<file path="src/rtl/id_issue_stage.sv">
// Decode/issue stage: one-entry decode slot, 16-bit RAW scoreboard, registered ID/EX handshake.
// Latency: instruction accepted at edge N drives the register file in cycle N+1 and is on ex_* after edge N+1.
// Backpressure: in_ready drops while the slot is full and cannot issue (hazard, ex stall) and permanently after HLT.
module id_issue_stage #(
  parameter int STALL_CNT_W = 16
) (
  input  logic                   clk,
  input  logic                   rst,
  input  logic                   in_valid,
  input  logic [15:0]            in_instr,
  output logic                   in_ready,
  input  logic                   flush,
  input  logic                   wb_we,
  input  logic [3:0]             wb_addr,
  output logic [3:0]             rf_p0_addr,
  output logic [3:0]             rf_p1_addr,
  output logic                   rf_re0,
  output logic                   rf_re1,
  input  logic [15:0]            rf_p0,
  input  logic [15:0]            rf_p1,
  output logic                   ex_valid,
  input  logic                   ex_ready,
  output logic [3:0]             ex_op,
  output logic [3:0]             ex_dst,
  output logic                   ex_we,
  output logic [15:0]            ex_a,
  output logic [15:0]            ex_b,
  output logic [7:0]             ex_imm,
  output logic                   halted,
  output logic [STALL_CNT_W-1:0] stall_cnt
);

  typedef enum logic [1:0] {
    ST_EMPTY  = 2'd0,
    ST_FULL   = 2'd1,
    ST_HALTED = 2'd2
  } state_t;

  localparam logic [3:0] OP_LW  = 4'h8;
  localparam logic [3:0] OP_SW  = 4'h9;
  localparam logic [3:0] OP_LLB = 4'hA;
  localparam logic [3:0] OP_LHB = 4'hB;
  localparam logic [3:0] OP_B   = 4'hC;
  localparam logic [3:0] OP_JAL = 4'hD;
  localparam logic [3:0] OP_JR  = 4'hE;
  localparam logic [3:0] OP_HLT = 4'hF;

  // State
  state_t                 state_q, state_d;
  logic [15:0]            instr_q, instr_d;
  logic [15:0]            pend_q, pend_d;
  logic                   ex_valid_q;
  logic [3:0]             ex_op_q;
  logic [3:0]             ex_dst_q;
  logic                   ex_we_q;
  logic [15:0]            ex_a_q;
  logic [15:0]            ex_b_q;
  logic [7:0]             ex_imm_q;
  logic [STALL_CNT_W-1:0] stall_q;

  // Decoded fields of the instruction sitting in the slot
  logic [3:0] op, rd, rs, rt;
  logic       use0, use1, dst_we;
  logic [3:0] src0, src1, dst;

  logic slot_vld, hazard, issue_ok, issue, accept;

  assign op = instr_q[15:12];
  assign rd = instr_q[11:8];
  assign rs = instr_q[7:4];
  assign rt = instr_q[3:0];

  // Source/destination usage per opcode; unused fields stay 0 so they never hazard or leak into ex_*
  always_comb begin
    use0   = 1'b0;
    use1   = 1'b0;
    src0   = 4'd0;
    src1   = 4'd0;
    dst_we = 1'b0;
    dst    = 4'd0;
    case (op)
      OP_LW: begin
        use0   = 1'b1;
        src0   = rs;
        dst_we = 1'b1;
        dst    = rd;
      end
      OP_SW: begin
        use0 = 1'b1;
        src0 = rs;
        use1 = 1'b1;
        src1 = rd;
      end
      OP_LLB: begin
        dst_we = 1'b1;
        dst    = rd;
      end
      OP_LHB: begin
        use0   = 1'b1;
        src0   = rd;
        dst_we = 1'b1;
        dst    = rd;
      end
      OP_B: begin
      end
      OP_JAL: begin
        dst_we = 1'b1;
        dst    = 4'hF;
      end
      OP_JR: begin
        use0 = 1'b1;
        src0 = rs;
      end
      OP_HLT: begin
      end
      default: begin
        // 0x0-0x7 are the ALU ops
        use0   = 1'b1;
        src0   = rs;
        use1   = 1'b1;
        src1   = rt;
        dst_we = 1'b1;
        dst    = rd;
      end
    endcase
  end

  assign slot_vld = (state_q == ST_FULL);
  assign halted   = (state_q == ST_HALTED);

  // R0 is hardwired so it is never a hazard, even though pend_q[0] is also kept clear
  assign hazard = slot_vld &&
                  ((use0 && (src0 != 4'd0) && pend_q[src0]) ||
                   (use1 && (src1 != 4'd0) && pend_q[src1]));

  // issue_ok ignores flush so in_ready has no combinational path from flush;
  // the actual state updates use issue, which flush overrides.
  assign issue_ok = slot_vld && !hazard && (!ex_valid_q || ex_ready);
  assign issue    = issue_ok && !flush;

  // Register file read port drive: addresses parked at 0 whenever the port is not needed
  assign rf_re0     = slot_vld && use0;
  assign rf_re1     = slot_vld && use1;
  assign rf_p0_addr = rf_re0 ? src0 : 4'd0;
  assign rf_p1_addr = rf_re1 ? src1 : 4'd0;

  // Slot FSM next state and accept handshake; flush beats accept and issue, HALTED absorbs everything.
  // An instruction accepted in the same cycle HLT issues is dropped, as nothing issues after HLT.
  always_comb begin
    state_d  = state_q;
    instr_d  = instr_q;
    in_ready = !halted && (!slot_vld || issue_ok);
    accept   = in_valid && in_ready && !flush;
    if (accept) begin
      instr_d = in_instr;
    end
    case (state_q)
      ST_EMPTY: begin
        if (flush) begin
          state_d = ST_EMPTY;
        end else if (accept) begin
          state_d = ST_FULL;
        end
      end
      ST_FULL: begin
        if (flush) begin
          state_d = ST_EMPTY;
        end else if (issue) begin
          if (op == OP_HLT) begin
            state_d = ST_HALTED;
          end else if (accept) begin
            state_d = ST_FULL;
          end else begin
            state_d = ST_EMPTY;
          end
        end
      end
      ST_HALTED: begin
        state_d = ST_HALTED;
      end
      default: begin
        state_d = ST_EMPTY;
      end
    endcase
  end

  // Scoreboard: writeback clears, issue sets, set wins on the same register; flush leaves in-flight bits alone
  always_comb begin
    pend_d = pend_q;
    if (wb_we) begin
      pend_d[wb_addr] = 1'b0;
    end
    if (issue && dst_we && (dst != 4'd0)) begin
      pend_d[dst] = 1'b1;
    end
    pend_d[0] = 1'b0;
  end

  // Slot, FSM and scoreboard registers
  always_ff @(posedge clk or posedge rst) begin
    if (rst) begin
      state_q <= ST_EMPTY;
      instr_q <= 16'd0;
      pend_q  <= 16'd0;
    end else begin
      state_q <= state_d;
      instr_q <= instr_d;
      pend_q  <= pend_d;
    end
  end

  // ID/EX register: loads on issue, otherwise holds its payload; valid drops on consume or flush
  always_ff @(posedge clk or posedge rst) begin
    if (rst) begin
      ex_valid_q <= 1'b0;
      ex_op_q    <= 4'd0;
      ex_dst_q   <= 4'd0;
      ex_we_q    <= 1'b0;
      ex_a_q     <= 16'd0;
      ex_b_q     <= 16'd0;
      ex_imm_q   <= 8'd0;
    end else if (issue) begin
      ex_valid_q <= 1'b1;
      ex_op_q    <= op;
      ex_dst_q   <= dst;
      ex_we_q    <= dst_we;
      ex_a_q     <= use0 ? rf_p0 : 16'd0;
      ex_b_q     <= use1 ? rf_p1 : 16'd0;
      ex_imm_q   <= instr_q[7:0];
    end else if (flush && !halted) begin
      ex_valid_q <= 1'b0;
    end else if (ex_ready) begin
      ex_valid_q <= 1'b0;
    end
  end

  // Saturating count of cycles lost to RAW hazards
  always_ff @(posedge clk or posedge rst) begin
    if (rst) begin
      stall_q <= '0;
    end else if (hazard && (stall_q != {STALL_CNT_W{1'b1}})) begin
      stall_q <= stall_q + 1'b1;
    end
  end

  assign ex_valid  = ex_valid_q;
  assign ex_op     = ex_op_q;
  assign ex_dst    = ex_dst_q;
  assign ex_we     = ex_we_q;
  assign ex_a      = ex_a_q;
  assign ex_b      = ex_b_q;
  assign ex_imm    = ex_imm_q;
  assign stall_cnt = stall_q;

endmodule
</file>
<file path="config.mk">
export PLATFORM = sky130hd
export DESIGN_NAME = id_issue_stage
export DESIGN_NICKNAME = d
export VERILOG_FILES = /design/src/rtl/id_issue_stage.sv
export SDC_FILE = /design/constraint.sdc
export NUM_CORES = 1
export LEC_CHECK = 0
export CORE_UTILIZATION = 44
export CTS_CLUSTER_SIZE = 14
export DETAILED_ROUTE_END_ITERATION = 10
export HOLD_SLACK_MARGIN = 0.08
export PLACE_DENSITY = 0.74
export SLEW_MARGIN = 20
export SYNTH_ARGS = -nofsm -noshare
export SYNTH_HDL_FRONTEND = slang
export SYNTH_SLANG_ARGS = --single-unit
</file>
<file path="constraint.sdc">
create_clock -name clk -period 5.64 [get_ports clk]
set_clock_uncertainty 0.05 [all_clocks]
set_input_delay 1.41 -clock clk [delete_from_list [all_inputs] [get_ports clk]]
set_output_delay 1.41 -clock clk [all_outputs]
set_load 0.005 [all_outputs]
</file>
; After elaboration in Yosys (flattened, before gate mapping)
; Cells that the tools add are included.
[totals]
output_inout_bits = 78
in_bits = 58
register_bits = 99
wordCells = 100
[op_classes]
n_reduce_logical = 36
bitwise_logic = 3
magnitude_cmp = 6
addsub = 1
eq_ne = 13
muxes = 30
[op_table]
columns = cell, count
row1 = 2-to-1 mux 16 bit, 4
row2 = "== test 4 bit, second input constant", 8
row3 = one-hot mux 4 bit (2 select lines), 3
row4 = "< comparator 4 x 5 -> 1 bit, second input constant", 4
row5 = logical AND 1 bit, 19
row6 = "adder 16 x 1 -> 16 bit, second input constant", 1
row7 = AND 16 bit, 1
row8 = "inequality test 16 bit, second input constant", 1
row9 = inverter 16 bit, 1
row10 = OR 16 bit, 1
row11 = nonzero test 4 bit, 3
row12 = 2-to-1 mux 1 bit, 11
row13 = 2-to-1 mux 2 bit, 5
row14 = binary-select mux 1 bit (select 4 bit), 2
row15 = demux 1 bit (select 4 bit), 2
row16 = ">= comparator 4 x 1 -> 1 bit, second input constant", 2
row17 = 2-to-1 mux 4 bit, 2
row18 = OR reduction 4 bit, 2
row19 = OR reduction 7 bit, 1
row20 = one-hot mux 2 bit (3 select lines), 1
row21 = zero test 1 bit, 5
row22 = logical OR 1 bit, 3
row23 = "inequality test 3 x 2 -> 1 bit, second input constant", 1
row24 = "inequality test 3 bit, second input constant", 1
row25 = other kinds (5), 5

; Depth between registers and ports, before layout
[depth]
ltp_word = 20
mapped_depth = 12
depth_no_buf = 9

; Least setup slack after synthesis
; No wires, ideal clock.
[synth_path]
path_type = reg2out
from = reg instr_q[14]
to = out in_ready
arrival_ns = 2.292
path_stages_with_launch = 9
t_required_ns = 4.180
path_slack_ns = 1.888
n_path_buf = 0
cell_sequence = dfrtp_1 > nor3b_4 > a31o_2 > mux2_2 > o211ai_1 > a311o_1 > o211ai_1 > or3_4 > a21oi_1
[synth_between]
elab_chain_len = 13
elab_cells_between_ends = 31
cone_classes = eq/ne (8) / mux (8) / reduce/logical (15)
[synth_rtl]
columns = item, line
row1 = "start, declared", 50  ; logic [15:0] instr_q, instr_d;
row2 = "start signal, assigned", 207  ; instr_q <= instr_d;
row3 = == test 4 bit, 81  ; case (op)
row4 = OR reduction 7 bit (no source line) or OR reduction 4 bit (tied branches), -
row5 = one-hot mux 4 bit (2 select lines), 81
row6 = binary-select mux 1 bit (select 4 bit) (tied with other cells), 134  ; (use1 && (src1 != 4'd0) && pend_q[src1]));
row7 = 2-to-1 mux 1 bit (not written as such) (tied with other cells), 134
row8 = logical AND 1 bit (on tied branches), "134, 133"
row9 = logical OR 1 bit (*), 133  ; ((use0 && (src0 != 4'd0) && pend_q[src0]) ||
row10 = logical AND 1 bit (*), 132  ; assign hazard = slot_vld &&
row11 = zero test 1 bit (*), 138  ; assign issue_ok = slot_vld && !hazard && (!ex_valid_q || ex_ready);
row12 = logical AND 1 bit (*) (2 in series), 138
row13 = logical OR 1 bit (*), 152  ; in_ready = !halted && (!slot_vld || issue_ok);
row14 = logical AND 1 bit (*), 152
row15 = "end, declared", 11  ; output logic in_ready,
; Mark *: on every way between the ends. The rest lies on a longest branch, timed or not. The select of a mux whose other input is x is not followed.

; Worst setup path in the final report
[layout_path]
from = reg instr_q[13]
to = out in_ready
; Same word-level chain as after synthesis.

==> impl_results.md <==
- Status: finished, final reports clean
- Largest cells by area after synthesis: dfrtp_1 49%, mux2i_1 7.1%, mux2_2 6.3%, nand2_1 3.9%, inv_1 3.1%
- First-pass GRT wire length: roughly 20 mm
- Leak pwr: about 0.0030 uW
- Max-cap violations: 0
- WP data required: 4.18 ns
- Critical Path End Type: primary output
- Largest net degree at the start of global routing: 72
- Distinct cell type count after synthesis: 61
- Main combinational cell family by area after synthesis: multiplexers
- Final Cell Area: around 7000 um^2
- Cts bufs inserted: 9
- Area of the multi-input gates: 2310 um^2
- IO buf count: between 100 and 150
- Adder-cell share of the synthesized area: less than 1%
- Post-synthesis simple-gate area fraction: around 15%
- Cell count after synthesis: 474
- Setup_tns: 0 ns
- Post-DRT Antenna Nets: 0
- F_max: 0.199 GHz
- Seq cells post-synth: 99
- Final std cells w/o fill: 747
- Placed instance count: between 700 and 800
- Power per cell area: around 550 nW/um^2
- Post-CTS sizing: 0
- Part of the cycle the worst path needs: 89.2%
- CTS tree: built
- Reg clk slew, reported paths: ~0.06 ns
- Drt wl/cell: around 17 um
- CP Launch Type: flop
- Setup WS pre-CTS: 0.986 ns
- Post-synth EDFFs: 0
- Cell taking the most area after synthesis: dfrtp_1
- Gr ovfl total: 0
- Drt total wl: 13.0 mm
- Compound-Gate Fraction of Synth Area: around 11%
- Placed cell areas: roughly 6500 um^2
- Post-CTS Setup Inserts: 0
- Mux cell area share after synthesis: between 10% and 20%
- Most common cell in the synthesized netlist: dfrtp_1
- Final core utilization: around 62%
- CTS root buffer: clkbuf_16
- Synth Flop Type: dfrtp_1
- Crit Path Max Fanout: 12
- Starting Density: 45.9%
- TritonRoute pass-1 iters: 5
- Syn avg cell area: around 11 um^2
- Post-synthesis net count: approximately 530
- YS warnings: 0
- WS Path Type: flop to primary output
- Syn Std Cell Area: between 5000 and 6000 um^2
- Die X: 109 um
- Final GP Congestion: 0.882
- Post-synth top cells: 99 x dfrtp_1, 53 x nand2_1, 41 x inv_1
- Clock Latency Late Sink: approximately 0.34 ns
- Initial drt markers: slightly above 200
- Top-level port count: around 140
- Unrepaired setup endpoints after global routing: no
- # diodes: 0
- Register area share after synthesis: around half
- Antenna violations before repair: 0
- Via/cell ratio: roughly 5.5
- Number of global-route vias before repair: between 4,000 and 5,000
- Clk buf depth: 2
- Hold_buf cts: 0
- Pins Over Slew Limit: 0
- Worst slew margin: around 34%
- Tot GR Track Use: approximately 23%
- Worst-margin pin slew: approximately 0.99 ns
- Filler cells: 901
- Layout cell share with drive strength beyond 1: a little under an eighth
- Die area: ~12,000 um^2
- H-tree depth: 3
- Share of the synthesized area in the top cell type: between 40% and 50%
- Total Nets Final: 661
- Total number of vias: about 4,100
- Drt drc: 0
- Final setup vio count: 0
- Register area: between 2000 and 2500 um^2
- CP arrival: about 3.6 ns
- Hold Path Class: flop to flop
- PnR worst setup slack: between 0.6 and 0.7 ns
- Minimum clock period: approximately 5 ns
- Post-Synth XOR/XNOR Area: between 2 and 3%
- Post-DP HPWL: just under 10 mm
- FFs w/ async S/R, synth: 100%
- Clk sinks: 99
- Die Ht: 109 um
- # rows: 38
- Synth-to-layout area growth: 35.1%
- Final Hold Viols: 0
- Worst VDD drop: 0.259 mV
- Placeable Area: around 11,000 um^2
==> power breakdown <==
group | internal [uW] | switching, uW
Sequential | 1000 | 298
Combinational | 949 | 862
Clock | 401 | 257
Total | 2350 | 1420
==> worst paths after layout <==
kind,start,depth (start not counted),to,slack [ns]
worst max-delay path,instr_q[13]$_DFFE_PP0P_,9,in_ready,0.61
worst min-delay path,state_q[1]$_DFFE_PP0P_,1,state_q[0]$_DFFE_PP0P_,0.43
worst max register to register,instr_q[13]$_DFFE_PP0P_,10,ex_a[12]$_DFFE_PP0P_,1.08
worst min register to register,state_q[1]$_DFFE_PP0P_,1,state_q[0]$_DFFE_PP0P_,0.43
max in group asynchronous,rst,3,ex_imm[2]$_DFFE_PP0P_,3.08
min in group asynchronous,rst,2,ex_a[15]$_DFFE_PP0P_,1.56
==> sequential cells by signal, indices dropped and copies added (netlist names) <==
signal and count:
state_q 2, pend_q 15, ex_a 16, instr_q 16, stall_cnt 16, ex_op 4, ex_b 16, ex_dst 4
ex_valid 1, ex_imm 8, ex_we 1
==> through the flow <==
stage / power [uW] / hold slack, ns
6_report: 3770 / 0.427
5_1_grt: 4000 / 0.434
4_1_cts: 3780 / 0.429
3_5_place_dp: 3110 / 0.419
3_3_place_gp: 3030 / 0.399
2_1_floorplan: 2320 / 0.384
==> placed cells by master (no fill, tap or decap), types with 10 or more instances in the layout <==
cell type	instances
nor2_1	16
mux2_4	10
nand3_1	11
xor2_1	11
nand2_1	53
o31ai_1	16
inv_1	40
clkdlybuf4s50_1	135
o21ai_0	23
mux2_2	28
mux2i_1	36
dfrtp_1	99
==> layout make-up <==
| cell class | count | area share [%] |
|---|---|---|
| multi-input cells | 313 | 33.9 |
| inverters | 41 | 2.30 |
| well taps | 140 | 2.57 |
| clock inverters | 4 | 1.08 |
| flip-flops and latches | 99 | 36.4 |
| clock buffers | 12 | 3.62 |
| repair buffers | 138 | 20.2 |
==> cells by family after synthesis <==
| group | Yosys count |
|---|---|
| adders and majority gates | 1 |
| muxes | 75 |
| DFF | 99 |
| xor gates and xnor gates | 16 |
| and+or+nand+nor | 144 |
| AOI/OAI and AO/OA | 77 |
| buffers and inverters | 62 |
==> routing by layer <==
| layer | vias up | global-route usage, % | share of wire (%) |
|---|---|---|---|
| met2 | 150 | 37.0 | 50 |
| met3 | 19 | 4.72 | 5.5 |
| li1 | 1918 | - | - |
| met1 | 2012 | 29.6 | 43 |
| met4 | 0 | 7.92 | 1.5 |
| met5 | - | 0 | 0 |
==> critical path, stage by stage, from the launching register on <==
cell,delay [ns]
dfrtp_1,0.54
nor3b_4,0.43
a31o_2,0.30
mux2_2,0.37
o31ai_1,0.24
a211o_1,0.15
o211ai_1,0.11
or3_4,0.40
a21oi_1,0.16
clkdlybuf4s50_1,0.54
(Power assumes the default switching activity.)
